==> src/rtl/vga_pkg.sv <==
// rtl/vga_pkg.sv - default 640x480@60 timing constants and shared decode helper
package vga_pkg;

  localparam int COORD_W = 10;

  localparam int DEF_PIX_DIV   = 4;
  localparam int DEF_H_VISIBLE = 640;
  localparam int DEF_H_FRONT   = 16;
  localparam int DEF_H_SYNC    = 96;
  localparam int DEF_H_BACK    = 48;
  localparam int DEF_V_VISIBLE = 480;
  localparam int DEF_V_FRONT   = 10;
  localparam int DEF_V_SYNC    = 2;
  localparam int DEF_V_BACK    = 33;

  localparam int DEF_H_TOTAL = DEF_H_VISIBLE + DEF_H_FRONT + DEF_H_SYNC + DEF_H_BACK;
  localparam int DEF_V_TOTAL = DEF_V_VISIBLE + DEF_V_FRONT + DEF_V_SYNC + DEF_V_BACK;

  localparam int DEF_HSYNC_START = DEF_H_VISIBLE + DEF_H_FRONT;
  localparam int DEF_HSYNC_END   = DEF_HSYNC_START + DEF_H_SYNC - 1;
  localparam int DEF_VSYNC_START = DEF_V_VISIBLE + DEF_V_FRONT;
  localparam int DEF_VSYNC_END   = DEF_VSYNC_START + DEF_V_SYNC - 1;

  function automatic logic in_range(input logic [COORD_W-1:0] v,
                                    input logic [COORD_W-1:0] lo,
                                    input logic [COORD_W-1:0] hi);
    return (v >= lo) && (v <= hi);
  endfunction

endpackage

==> src/rtl/pixel_tick_gen.sv <==
// rtl/pixel_tick_gen.sv - divide-by-PIX_DIV strobe generator (1..16), one-cycle tick
module pixel_tick_gen #(
  parameter int PIX_DIV = 4
) (
  input  logic boardCLK,
  input  logic reset,
  output logic tick
);

  logic [3:0] div_cnt_q, div_cnt_d;

  assign tick = (div_cnt_q == 4'(PIX_DIV - 1));

  always_comb begin
    div_cnt_d = tick ? 4'd0 : div_cnt_q + 4'd1;
  end

  always_ff @(posedge boardCLK or negedge reset) begin
    if (!reset) div_cnt_q <= 4'd0;
    else        div_cnt_q <= div_cnt_d;
  end

endmodule

==> src/rtl/vga_sync_gen.sv <==
// rtl/vga_sync_gen.sv - VGA raster counters and sync/blank decode on a pixel strobe
module vga_sync_gen
  import vga_pkg::*;
#(
  parameter int PIX_DIV     = DEF_PIX_DIV,
  parameter int H_VISIBLE   = DEF_H_VISIBLE,
  parameter int H_FRONT     = DEF_H_FRONT,
  parameter int H_SYNC      = DEF_H_SYNC,
  parameter int H_BACK      = DEF_H_BACK,
  parameter int V_VISIBLE   = DEF_V_VISIBLE,
  parameter int V_FRONT     = DEF_V_FRONT,
  parameter int V_SYNC      = DEF_V_SYNC,
  parameter int V_BACK      = DEF_V_BACK,
  parameter int SYNC_ACTIVE = 0
) (
  input  logic               boardCLK,
  input  logic               reset,
  output logic               pixelTick,
  output logic               hsync,
  output logic               vsync,
  output logic               videoOn,
  output logic [COORD_W-1:0] x,
  output logic [COORD_W-1:0] y,
  output logic               frameStart,
  output logic               lineEnd
);

  localparam int H_TOTAL = H_VISIBLE + H_FRONT + H_SYNC + H_BACK;
  localparam int V_TOTAL = V_VISIBLE + V_FRONT + V_SYNC + V_BACK;

  localparam logic [COORD_W-1:0] H_LAST   = COORD_W'(H_TOTAL - 1);
  localparam logic [COORD_W-1:0] V_LAST   = COORD_W'(V_TOTAL - 1);
  localparam logic [COORD_W-1:0] H_VIS    = COORD_W'(H_VISIBLE);
  localparam logic [COORD_W-1:0] V_VIS    = COORD_W'(V_VISIBLE);
  localparam logic [COORD_W-1:0] HS_START = COORD_W'(H_VISIBLE + H_FRONT);
  localparam logic [COORD_W-1:0] HS_END   = COORD_W'(H_VISIBLE + H_FRONT + H_SYNC - 1);
  localparam logic [COORD_W-1:0] VS_START = COORD_W'(V_VISIBLE + V_FRONT);
  localparam logic [COORD_W-1:0] VS_END   = COORD_W'(V_VISIBLE + V_FRONT + V_SYNC - 1);

  localparam logic SYNC_ON  = 1'(SYNC_ACTIVE);
  localparam logic SYNC_OFF = ~SYNC_ON;

  logic tick;

  pixel_tick_gen #(.PIX_DIV(PIX_DIV)) u_pixel_tick_gen (
    .boardCLK (boardCLK),
    .reset    (reset),
    .tick     (tick)
  );

  logic [COORD_W-1:0] x_q, x_d, y_q, y_d;
  logic hsync_q, hsync_d, vsync_q, vsync_d, video_on_q, video_on_d;
  logic pixel_tick_q, pixel_tick_d, frame_start_q, frame_start_d, line_end_q, line_end_d;

  always_comb begin
    x_d = x_q;
    y_d = y_q;
    if (tick) begin
      if (x_q == H_LAST) begin
        x_d = '0;
        y_d = (y_q == V_LAST) ? '0 : y_q + COORD_W'(1);
      end else begin
        x_d = x_q + COORD_W'(1);
      end
    end
    // Decode from the next-state counters so x/y and every flag describe the same pixel.
    hsync_d       = in_range(x_d, HS_START, HS_END) ? SYNC_ON : SYNC_OFF;
    vsync_d       = in_range(y_d, VS_START, VS_END) ? SYNC_ON : SYNC_OFF;
    video_on_d    = (x_d < H_VIS) && (y_d < V_VIS);
    pixel_tick_d  = tick;
    frame_start_d = tick && (x_d == '0) && (y_d == '0);
    line_end_d    = tick && (x_d == H_LAST);
  end

  always_ff @(posedge boardCLK or negedge reset) begin
    if (!reset) begin
      x_q           <= H_LAST;
      y_q           <= V_LAST;
      hsync_q       <= SYNC_OFF;
      vsync_q       <= SYNC_OFF;
      video_on_q    <= 1'b0;
      pixel_tick_q  <= 1'b0;
      frame_start_q <= 1'b0;
      line_end_q    <= 1'b0;
    end else begin
      x_q           <= x_d;
      y_q           <= y_d;
      hsync_q       <= hsync_d;
      vsync_q       <= vsync_d;
      video_on_q    <= video_on_d;
      pixel_tick_q  <= pixel_tick_d;
      frame_start_q <= frame_start_d;
      line_end_q    <= line_end_d;
    end
  end

  assign x          = x_q;
  assign y          = y_q;
  assign hsync      = hsync_q;
  assign vsync      = vsync_q;
  assign videoOn    = video_on_q;
  assign pixelTick  = pixel_tick_q;
  assign frameStart = frame_start_q;
  assign lineEnd    = line_end_q;

endmodule

==> config.mk <==
export PLATFORM = sky130hd
export DESIGN_NAME = vga_sync_gen
export DESIGN_NICKNAME = d
export VERILOG_FILES = /design/src/rtl/vga_pkg.sv /design/src/rtl/pixel_tick_gen.sv /design/src/rtl/vga_sync_gen.sv
export SDC_FILE = /design/constraint.sdc
export NUM_CORES = 1
export LEC_CHECK = 0
export CAP_MARGIN = 20
export CORE_MARGIN = 3
export CORE_UTILIZATION = 58
export DETAILED_ROUTE_END_ITERATION = 7
export PLACE_DENSITY = 0.85
export SLEW_MARGIN = 20
export SYNTH_ARGS = -nofsm -noshare
export SYNTH_HDL_FRONTEND = slang
export SYNTH_SLANG_ARGS = --single-unit
==> constraint.sdc <==
create_clock -name boardCLK -period 3.57 [get_ports boardCLK]
set_input_delay 0.5355 -clock boardCLK [delete_from_list [all_inputs] [get_ports boardCLK]]
set_output_delay 0.5355 -clock boardCLK [all_outputs]
set_load 0.1 [all_outputs]
== Yosys cells after proc, flatten, opt, wreduce, memory -nomap -nowiden ==
Cells that the tools add are included.
Cells by class
  equal/unequal tests: 4
  muxes and demuxes: 8
  add/subtract/negate cells: 3
  order comparisons: 6
  reduce and logical (&&, ||, !) cells: 8
Operators by type and width (count)
  $mux 10: 5
  $eq 10x10->1 const B: 3
  $add 10x1->10 const B: 2
  $logic_not 10->1: 2
  $ge 10x10->1 const B: 1
  $ge 10x9->1 const B: 1
  $le 10x10->1 const B: 1
  $le 10x9->1 const B: 1
  $lt 10x10->1 const B: 1
  $lt 10x9->1 const B: 1
  $logic_and 1x1->1: 6
  $add 4x1->4 const B: 1
  $eq 4x2->1 const B: 1
  $mux 4: 1
  $mux 1: 2
Storage, ports and cells
  input bits: 2
  output and inout port bits: 26
  register bits: 30
  word-level logic and storage cells: 38

== Logic depth before layout (Yosys ltp) ==
Gate-level depths: netlist of run 1.
  depth in word-level cells: 7
  depth in mapped cells: 10
  gate-level depth less buffers: 9

== By module ==
A second synthesis of run 1 with hierarchy kept.
Second synthesis, totals
  cell total of the unflattened synthesis: 171
  area total of the unflattened synthesis: 1750.4 µm²
By module, submodules not included
  vga_sync_gen: seq. area each 665.6 µm², cells each 159, area each 1586.5 µm², times used 1
  pixel_tick_gen: seq. area each 100.1 µm², cells each 12, area each 163.9 µm², times used 1

== Worst setup path before layout of run 1 ==
OpenSTA, ideal clock, no wires.
  path kind: reg2reg
  start: reg x_q[0] (netlist: x[0])
  end: reg frame_start_q (netlist: frameStart)
  stages on the path, launching flop included: 10
  arrival time: 2.691 ns
  setup time: 0.096 ns
  setup slack: 0.783 ns
  buffers on the path: 1
  required time: 3.474 ns
  clock period less this slack: 2.787 ns
  path through: dfstp_2 -> ha_1 -> clkbuf_1 -> nand4_1 -> a21boi_0 -> o21ai_1 -> o31a_2 -> inv_2 -> or4b_4 -> nor4_2
Between the ends
  longest elaborated chain between the ends: 6
  elaborated cells on any way between the ends: 10
Ends and longest elaborated chain
  from (decl): RTL line vga_sync_gen.sv:51  | logic [COORD_W-1:0] x_q, x_d, y_q, y_d;
  from (signal assigned): RTL line vga_sync_gen.sv:77  | x_q <= H_LAST;
  from (signal assigned): RTL line vga_sync_gen.sv:86  | x_q <= x_d;
  $add 10x1->10 / $eq 10x10->1 (equally long branches): RTL line vga_sync_gen.sv:63, vga_sync_gen.sv:59
  $mux 10 (*): RTL line vga_sync_gen.sv:59  | if (x_q == H_LAST) begin
  $mux 10 (*): RTL line vga_sync_gen.sv:58  | if (tick) begin
  via x_d[8]: RTL line vga_sync_gen.sv:51
  $logic_not 10->1 (*): RTL line vga_sync_gen.sv:71  | frame_start_d = tick && (x_d == '0) && (y_d == '0);
  $logic_and 1x1->1 (*) (2 in series): RTL line vga_sync_gen.sv:71
  via frame_start_d: RTL line vga_sync_gen.sv:53  | logic pixel_tick_q, pixel_tick_d, frame_start_q, frame_start_d, line_end_q, line_end_d;
  to (signal assigned): RTL line vga_sync_gen.sv:92  | frame_start_q <= frame_start_d;
  to (decl): RTL line vga_sync_gen.sv:53
Mark *: on every way through the listed nets, which the timed path passes. The rest lies on a longest branch.

== Worst setup path in the final report of run 1 ==
  start: reg u_pixel_tick_gen.div_cnt_q[0]
  end: reg frame_start_q (netlist: frameStart)
Between the ends
  longest elaborated chain between the ends: 5
  elaborated cells on any way between the ends: 7
Ends and longest elaborated chain
  from (decl): RTL line pixel_tick_gen.sv:10  | logic [3:0] div_cnt_q, div_cnt_d;
  from (signal assigned): RTL line pixel_tick_gen.sv:20  | else div_cnt_q <= div_cnt_d;
  $eq 4x2->1 (*): RTL line pixel_tick_gen.sv:12  | assign tick = (div_cnt_q == 4'(PIX_DIV - 1));
  $mux 10: RTL line vga_sync_gen.sv:58
  $logic_not 10->1: RTL line vga_sync_gen.sv:71
  $logic_and 1x1->1: RTL line vga_sync_gen.sv:71
  $logic_and 1x1->1 (*): RTL line vga_sync_gen.sv:71
  via frame_start_d: RTL line vga_sync_gen.sv:53
Marked as above.

==> results.cfg, run 1 <==
[run_status]
result_of_the_run = finished clean

[finish]
ff_latch_area_um2 = 766
post_route_cells_drive_above_1_share = 0.157
synthToLayoutAreaGrowth_pct = 17.2
fin_nets = 228
diodes = 0
multiInputGateArea_um2 = 983
n_fill_cell = 242

[sta]
finalClockSkew_ns = 0.00385
fmaxAchievable_mhz = 361
rsz0062_at_grt = false
report.final.setup_viol = 0
final_hold_viol_count = 0
maxSlewHeadroom = 0.346
final_cycle_utilization_of_the_critical_path = 0.776
worstMarginPinSlew_ns = 0.979
setup_total_negative_slack_ns = 0
layout_min_cycle_time_ns = 2.77
slew_limit_fails = 0

[power_and_ir_drop]
ir_worst_vdd_mv = 0.144
power_density_mw_per_mm2 = 253
static-leakage-power_uw = 0.000864
power.total_uw = 556

[routing]
drtPass1Iterations = 5
ant_nets = 0
avgViaCountPerCell = 6.05
remaining_drc_errors = 0
vias = 1615
route.detailed.wl_per_inst_um = 15.6
drt-initial-drc-count = 126
finalWirelength_um = 4170

[synth]
mappedNetlistArea_mm2 = 0.00188
synthesis.area_per_instance_um2 = 9.29
synth_flop_type = dfrtp_1
distinct_cell_type_count_after_synthesis = 59
synth_seq_cells = 30
async_flop_share = 1.00
ys_seq_area_frac = 0.408
synth_most_common_cell = dfrtp_1
synth_area_leader_cell = dfrtp_1
syn_inst = 202
synth_enable_flop_cells = 0
yosys.area.top_type_share = 0.240
synth_area_leaders = dfrtp_1 (24%), dfstp_2 (17%), nand3_1 (4.5%)
postSynthNetCount = 208
top_cells_by_instance_count_after_synthesis = dfrtp_1 (18), nand3_1 (17), nand2_1 (13)
yosysWarnings = 0

[setup_path]
rr_worst_depth = 7
critPathArrivalTime_ns = 3.01
critical_path.endpoint_type = flip-flop
timing.critical_path.required_ns = 3.81
crit_end = frameStart
worst-path-max-fanout = 9
r2r-end = frameStart
worst_setup_path_start_kind = flip-flop
rr_startpoint = u_pixel_tick_gen.div_cnt_q[0]
critical_path_class = reg -> reg
setup.reg_to_reg.worst_slack_ns = 0.80
cp-startpoint = u_pixel_tick_gen.div_cnt_q[0]

[clocking]
cts-resized-gates = 0
cts_tree = done
clk_latency_ns = 0.33
hold_buffers_post_cts = 0
cts_max_path_buffers = 2
h-tree-depth = 2
clock-sinks = 30
clkTransAtPathRegs_ns = 0.09
clock_tree.root_cell = clkbuf_4
post-cts-setup-buffer-count = 0
number_of_buffers_added_by_the_clock_tree_synthesis_step = 5

[placed_design]
gp_routability_congestion = 0.937
dp_hpwl_um = 3070
port-buffer-count = 27

[run]
drv.max_cap_violation_count = 0

[floorplanning]
horizontal_die_dimension_um = 62.9
rows = 20
floorplan.initialDensity = 0.610
die-height_um = 62.9
placeable_core_region_mm2 = 0.00308
fp.dieArea_mm2 = 0.00395
io_pins = 28

[grt]
antenna_found_initial = 0
groute.usage.overall = 0.228
globalRoute.totalOverflow = 0
number_of_global_route_vias_before_repair = 1453
grt_pass1_wl_um = 7100
largest_net_degree_at_the_start_of_global_routing = 31

[min_path]
hold_path_class = reg -> reg
==> logic make-up (layout without fill, tap and decap cells) <==
kind of cell | count (synthesis) | in the layout | synth area share
AND/OR/NAND/NOR | 87 | 87 | 0.293
AO/OA/AOI/OAI | 39 | 39 | 0.133
flip-flops | 30 | 30 | 0.408
buffers and inverters | 27 | 48 | 0.0680
XOR/XNOR | 13 | 13 | 0.0607
adder cells (fa/ha/maj) | 4 | 4 | 0.0267
multiplexers | 2 | 2 | 0.0107
==> report_power, final <==
part           internal [uW]  leakage, uW  switching [uW]  total [uW]
Clock                   95.3    0.0000353             113         208
Combinational           1.68     0.000461            6.03        7.71
Sequential               340     0.000367               0         340
Total                    437     0.000864             119         556
==> per-stage QoR <==
step / hold slack, ns / worst slack, ns / utilization / cell area [um^2] / cells
final: 0.489 / 0.799 / 0.715 / 2200 / 267
after global routing: 0.513 / 0.657 / 0.715 / 2200 / 267
after CTS: 0.490 / 0.847 / 0.715 / 2200 / 267
after detailed placement: 0.473 / 0.897 / 0.695 / 2140 / 259
after global placement: 0.446 / 1.01 / 0.695 / 2140 / 259
after floorplan: 0.240 / 0.783 / - / 1880 / 202
==> layer usage <==
layer | global-route usage | wire length [um]
met1 | 0.330 | 1860
met2 | 0.339 | 1950
met3 | 0.0468 | 312
met4 | 0.0716 | 38
met5 | 0 | 0
==> worst min path at each step <==
stage | slack (ns) | cells past startpoint | endpoint | from
2_1_floorplan | 0.24 | 0 | frameStart | reset
3_3_place_gp | 0.45 | 1 | u_pixel_tick_gen.div_cnt_q[0] | u_pixel_tick_gen.div_cnt_q[0]
3_5_place_dp | 0.47 | 1 | u_pixel_tick_gen.div_cnt_q[0] | u_pixel_tick_gen.div_cnt_q[0]
4_1_cts | 0.49 | 1 | u_pixel_tick_gen.div_cnt_q[0] | u_pixel_tick_gen.div_cnt_q[0]
5_1_grt | 0.51 | 1 | u_pixel_tick_gen.div_cnt_q[0] | u_pixel_tick_gen.div_cnt_q[0]
6_report | 0.49 | 1 | u_pixel_tick_gen.div_cnt_q[0] | u_pixel_tick_gen.div_cnt_q[0]
==> flip-flops by register name, indices dropped and copies added, names as in the netlist <==
register                    flops
y                              10
u_pixel_tick_gen.div_cnt_q      4
hsync                           1
vsync                           1
x                              10
videoOn                         1
frameStart                      1
pixelTick                       1
lineEnd                         1
==> final cells by class <==
type,count,share of cell area
Timing Repair Buffer,28,0.126
Sequential cell,30,0.348
Inverter,12,0.0262
Multi-Input combinational cell,145,0.447
Clock buffer,7,0.0250
Clock inverter,1,0.00228
Tap cell,44,0.0250
==> critical path, stage by stage (launching register included) <==
cell and delay, ns:
dfrtp_1 0.39, ha_1 0.19, or3b_1 0.59, nor3_1 0.35, mux2i_1 0.38, nand3_1 0.15
or4_1 0.48, nor4_2 0.16
==> cells in the final DEF (no fill, tap or decap), drive strengths merged, types with 4 or more instances in the layout <==
| cell | instances |
|---|---|
| nand4 | 8 |
| dfrtp | 18 |
| a21oi | 10 |
| nor2 | 9 |
| dfstp | 12 |
| inv | 11 |
| ha | 4 |
| nand3 | 17 |
| nor3b | 4 |
| clkbuf | 7 |
| nand2 | 14 |
| xnor2 | 9 |
| nor3 | 8 |
| and3 | 5 |
| xor2 | 4 |
| o21ai | 11 |
| clkdlybuf4s50 | 27 |
Note: power is estimated with default switching activity, not from simulation.
==> run 2: changes to the inputs <==
--- a/config.mk
+++ b/config.mk
@@ -7,9 +7,9 @@
 export LEC_CHECK = 0
 export CAP_MARGIN = 20
 export CORE_MARGIN = 3
-export CORE_UTILIZATION = 58
+export CORE_UTILIZATION = 54
 export DETAILED_ROUTE_END_ITERATION = 7
-export PLACE_DENSITY = 0.85
+export PLACE_DENSITY = 0.8
 export SLEW_MARGIN = 20
 export SYNTH_ARGS = -nofsm -noshare
 export SYNTH_HDL_FRONTEND = slang
==> constraint.sdc (replaced) <==
create_clock -name boardCLK -period 2.55 [get_ports boardCLK]
set_input_delay 0.3825 -clock boardCLK [delete_from_list [all_inputs] [get_ports boardCLK]]
set_output_delay 0.3825 -clock boardCLK [all_outputs]
set_load 0.1 [all_outputs]
==> run 2 against run 1 <==
  * Power grew 41%
  * Routed wire length increased by 13%
  * Hold slack worse by 0.063 ns
  * Fmax is 11% higher
  * Die area rose by 6.7%
  * Via count increased by 3.0%
  * Global-route usage rose by 1.4 points
  * Clock power grew 44%
  * Cell count grew 4.9%
  * Sequential share of layout area down 0.61 points
  * Final area up 5.1%
  * Largest power group unchanged
==> results.cfg, run 2 (synthesized netlist as in run 1, its figures left out) <==
[run_status]
result_of_the_run = finished clean

[placed_design]
port-buffer-count = 27
dp_hpwl_um = 3310
post-place-ws_ns = 0.0181
gp_routability_congestion = 0.836
placed_cells = 271

[power_and_ir_drop]
power.total_uw = 787
static-leakage-power_uw = 0.000963
ir_worst_vdd_mv = 0.270
power_density_mw_per_mm2 = 340

[routing]
finalWirelength_um = 4690
route.detailed.wl_per_inst_um = 16.8
ant_nets = 0
drtPass1Iterations = 4
vias = 1663
remaining_drc_errors = 0
avgViaCountPerCell = 5.94
drt-initial-drc-count = 99

[floorplanning]
rows = 20
horizontal_die_dimension_um = 65.0
die-height_um = 65.0
placeable_core_region_mm2 = 0.00318
io_pins = 28
floorplan.initialDensity = 0.591
fp.dieArea_mm2 = 0.00422

[run]
drv.max_cap_violation_count = 0

[finish]
fin_nets = 241
synthToLayoutAreaGrowth_pct = 23.2
layout_common_cells = buf_4 (39), nand3_1 (16), nand2_1 (13), dfrtp_1 (13), inv_1 (10)
post_route_cells_drive_above_1_share = 0.373
n_fill_cell = 240
final_common_cell = buf_4
diodes = 0
layoutNonFillerInstCount = 280

[sta]
worstMarginPinSlew_ns = 0.380
final_hold_viol_count = 0
final_cycle_utilization_of_the_critical_path = 0.979
maxSlewHeadroom = 0.744
finalClockSkew_ns = 0.00675
setup_total_negative_slack_ns = 0
layout_min_cycle_time_ns = 2.50
worst_slack_ns = 0.0540
report.final.setup_viol = 0
rsz0062_at_grt = true
slew_limit_fails = 0
fmaxAchievable_mhz = 401

[setup_path]
setup.reg_to_reg.worst_slack_ns = 0.05
timing.critical_path.required_ns = 2.80
rr_worst_depth = 10
critical_path_class = reg -> reg
critical_path.endpoint_type = flip-flop
worst-path-max-fanout = 12
worst_setup_path_start_kind = flip-flop
rr_startpoint = u_pixel_tick_gen.div_cnt_q[1]
critPathArrivalTime_ns = 2.74
r2r-end = frameStart

[clocking]
clock-sinks = 30
clock_tree.root_cell = clkbuf_4
hold_buffers_post_cts = 0
number_of_buffers_added_by_the_clock_tree_synthesis_step = 5
clk_latency_ns = 0.34
clkTransAtPathRegs_ns = 0.09
cts_tree = done
h-tree-depth = 2
cts_max_path_buffers = 2

[min_path]
hold_path_class = in -> async

[grt]
globalRoute.totalOverflow = 0
largest_net_degree_at_the_start_of_global_routing = 31
grt_pass1_wl_um = 7710
number_of_global_route_vias_before_repair = 1603
groute.usage.overall = 0.242
antenna_found_initial = 0
[run 2: changes by cell type in the layout (fill, tap and decap cells not counted), moves of 2 or more]
cell,previous run,this run
buf_4,1,39
clkdlybuf4s50_1,27,1
dfrtp_1,18,13
dfrtp_2,0,5
dfstp_2,12,7
dfstp_4,0,5
ha_1,4,2
[run 2: cell type report]
| cell class | count | area (um^2) | area share |
|---|---|---|---|
| Multi-Input combinational cell | 145 | 1030 | 0.448 |
| Sequential cell | 30 | 791 | 0.342 |
| Timing Repair Buffer | 41 | 314 | 0.136 |
| Inverter | 12 | 57.6 | 0.0249 |
| Clock buffer | 7 | 55.1 | 0.0238 |
| Tap cell | 44 | 55.1 | 0.0238 |
| Clock inverter | 1 | 5.00 | 0.00216 |
[run 2: where the power goes]
group	internal [uW]	switching, uW	total [uW]
Clock	133	166	300
Sequential	476	0	476
Combinational	2.34	8.90	11.2
[run 2: metrics by stage]
stage	instance area [um^2]	util	hold slack, ns
4_1_cts	2270	0.714	0.430
3_5_place_dp	2200	0.693	0.462
5_1_grt	2310	0.728	0.464
6_report	2310	0.728	0.426
2_1_floorplan	1920	-	0.0869
3_3_place_gp	2200	0.693	0.441
[run 2: worst max-delay path, cell delays in order (launching register included)]
cell and delay [ns]:
dfrtp_1 0.37, ha_2 0.19, or3b_4 0.39, buf_6 0.16, clkinv_8 0.08, nand2_4 0.05, o21ai_1 0.15, o31a_2 0.21
inv_2 0.05, or4b_4 0.55, nor4_4 0.21
[run 2: timing repair]
| item | 4_1_cts | 5_1_grt |
|---|---|---|
| resized for setup | 0 | 10 |
| buffers inserted | 1 | 0 |
| pin swaps | 0 | 1 |
| endpoints found under the setup margin | 1 | 4 |
[run 2: routing by layer]
| metal | up-vias | part of all wire | wire length [um] | global-route usage |
|---|---|---|---|---|
| li1 | 794 | - | - | - |
| met3 | 14 | 0.063 | 294 | 0.0589 |
| met4 | 0 | 0.024 | 111 | 0.0976 |
| met1 | 788 | 0.44 | 2060 | 0.330 |
| met5 | - | 0 | 0 | 0 |
| met2 | 67 | 0.48 | 2230 | 0.367 |
[run 2: how the worst max path moves through the flow]
stage	from	end	slack, ns
finish	u_pixel_tick_gen.div_cnt_q[1]	frameStart	0.05
global route	u_pixel_tick_gen.div_cnt_q[0]	frameStart	-0.05
CTS	x[0]	frameStart	0.0005
detailed placement	u_pixel_tick_gen.div_cnt_q[0]	frameStart	0.02
global placement	u_pixel_tick_gen.div_cnt_q[0]	frameStart	0.15
floorplan	x[2]	frameStart	0.002
==> run 3: changes to the inputs <==
--- a/config.mk
+++ b/config.mk
@@ -9,6 +9,7 @@
 export CORE_MARGIN = 3
 export CORE_UTILIZATION = 54
 export DETAILED_ROUTE_END_ITERATION = 7
+export GPL_TIMING_DRIVEN = 0
 export PLACE_DENSITY = 0.8
 export SLEW_MARGIN = 20
 export SYNTH_ARGS = -nofsm -noshare
==> run 3 against run 2 <==
  * Sequential share of layout area shrank 0.72 points
  * Power is 4.6% lower
  * Die area unchanged
  * Clock power shrank 11%
  * Non-clock buffer count increased by 7
  * Clock-buffer cell count shrank 1
  * Via count up 1.1%
  * Cell count increased by 2.5%
  * Clock skew grew 0.010 ns
==> results.cfg, run 3 (synthesized netlist as in run 1, its figures left out) <==
[finish]
synthToLayoutAreaGrowth_pct = 25.9
fin_nets = 248
final_common_cell = clkdlybuf4s50_1
layout_common_cells = clkdlybuf4s50_1 (24), nand3_1 (16), nand2_1 (13), dfrtp_1 (13)
final_design_area_no_fill_mm2 = 0.00236
post_route_cells_drive_above_1_share = 0.255
diodes = 0

[sta]
fmaxAchievable_mhz = 401
finalClockSkew_ns = 0.0170
worstMarginPinSlew_ns = 0.972
maxSlewHeadroom = 0.350
worst_slack_ns = 0.0569
layout_min_cycle_time_ns = 2.49
worst_hold_slack_ns = 0.0516
final_hold_viol_count = 0
final_cycle_utilization_of_the_critical_path = 0.978
slew_limit_fails = 0
report.final.setup_viol = 0
rsz0062_at_grt = true

[routing]
drt-initial-drc-count = 96
vias = 1681
route.detailed.wl_per_inst_um = 15.3
topRoutingLayerUsed = met4
avgViaCountPerCell = 5.86
remaining_drc_errors = 0
met3RoutedLength_um = 309
finalWirelength_um = 4390
ant_nets = 0
drtPass1Iterations = 4
met1_length_um = 1990
wl_met2_um = 2020

[placed_design]
dp_hpwl_um = 3070
placed_cell_area_mm2 = 0.00224
port-buffer-count = 27
post-place-ws_ns = -0.137
gp_routability_congestion = 0.921

[floorplanning]
floorplan.initialDensity = 0.591
horizontal_die_dimension_um = 65.0
rows = 20
placeable_core_region_mm2 = 0.00318
die-height_um = 65.0
fp.dieArea_mm2 = 0.00422
io_pins = 28

[setup_path]
timing.critical_path.required_ns = 2.79
critical_path_class = reg -> reg
critPathArrivalTime_ns = 2.74
worst-path-stages = 9
critPathMaxStageDelay_ns = 0.68
worst-path-max-fanout = 10
worst-path-buf-inv = 2
worst_setup_path_start_kind = flip-flop
critical-path-top-delay-family = simple AND/OR/NAND/NOR gates
critical_path.endpoint_type = flip-flop
worst_path_cell_trace = ha_4 -> clkbuf_4 -> nand4_1 -> a21boi_0 -> o21ai_1 -> o31a_2 -> inv_2 -> or4b_4 -> nor4_2
critical_path_s_slowest_cell = dfstp_4
rr_worst_depth = 9

[clocking]
cts_tree = done
clock-sinks = 30
cts_max_path_buffers = 2
clock_tree.root_cell = clkbuf_4
hold_buffers_post_cts = 0
clk_latency_ns = 0.34
clkTransAtPathRegs_ns = 0.10
number_of_buffers_added_by_the_clock_tree_synthesis_step = 5
h-tree-depth = 2

[power_and_ir_drop]
ir_worst_vdd_mv = 0.250
static-leakage-power_uw = 0.000960
power_density_mw_per_mm2 = 318

[run_status]
result_of_the_run = finished clean

[min_path]
hold_path_class = in -> async

[grt]
groute.usage.overall = 0.222
number_of_global_route_vias_before_repair = 1573
largest_net_degree_at_the_start_of_global_routing = 31
antenna_found_initial = 0
globalRoute.totalOverflow = 0
grt_pass1_wl_um = 7190

[run]
drv.max_cap_violation_count = 0
## run 3: final cells by class
cell class | count | area [um^2]
buffer | 15 | 77.6
clock buffer | 6 | 41.3
clock inverter | 2 | 10.0
fill | 246 | 816
inverter | 12 | 57.6
multi-input combinational | 145 | 1020
sequential | 30 | 791
tap | 44 | 55.1
timing repair buffer | 33 | 312
## run 3: where the power goes
part | total (uW) | internal (uW) | switching, uW
Sequential | 476 | 476 | 0
Combinational | 8.94 | 0.549 | 8.40
Clock | 266 | 105 | 161
Total | 751 | 581 | 170
## run 3: through the flow
step / power (uW) / util / TNS, ns / instances
after floorplan: 484 / - / 0 / 202
after detailed placement: 494 / 0.704 / -0.168 / 273
after global placement: 495 / 0.705 / -0.0913 / 273
after CTS: 762 / 0.723 / 0 / 282
final: 751 / 0.743 / 0 / 287
after global routing: 788 / 0.743 / -0.119 / 287
## run 3: what timing repair did
item / in CTS / in global routing
pin swaps: 0 / 2
endpoints found under the hold margin: 0 / 0
resized for setup: 3 / 11
endpoints found under the setup margin: 4 / 5
buffers inserted: 1 / 5
## run 3: final timing paths
path / from / to / slack [ns]
worst max register to register: x[0] / frameStart / 0.06
max in group asynchronous: reset / y[0] / 2.03
worst min register to register: u_pixel_tick_gen.div_cnt_q[0] / u_pixel_tick_gen.div_cnt_q[0] / 0.48
min in group boardCLK: u_pixel_tick_gen.div_cnt_q[0] / u_pixel_tick_gen.div_cnt_q[0] / 0.48
worst max-delay path: x[0] / frameStart / 0.06
worst min-delay path: reset / x[6] / 0.05
## run 3: per-layer routing
| metal | global-route usage | vias up |
|---|---|---|
| met5 | 0 | - |
| met4 | 0.0871 | 0 |
| li1 | - | 812 |
| met3 | 0.0485 | 9 |
| met1 | 0.306 | 791 |
| met2 | 0.338 | 69 |
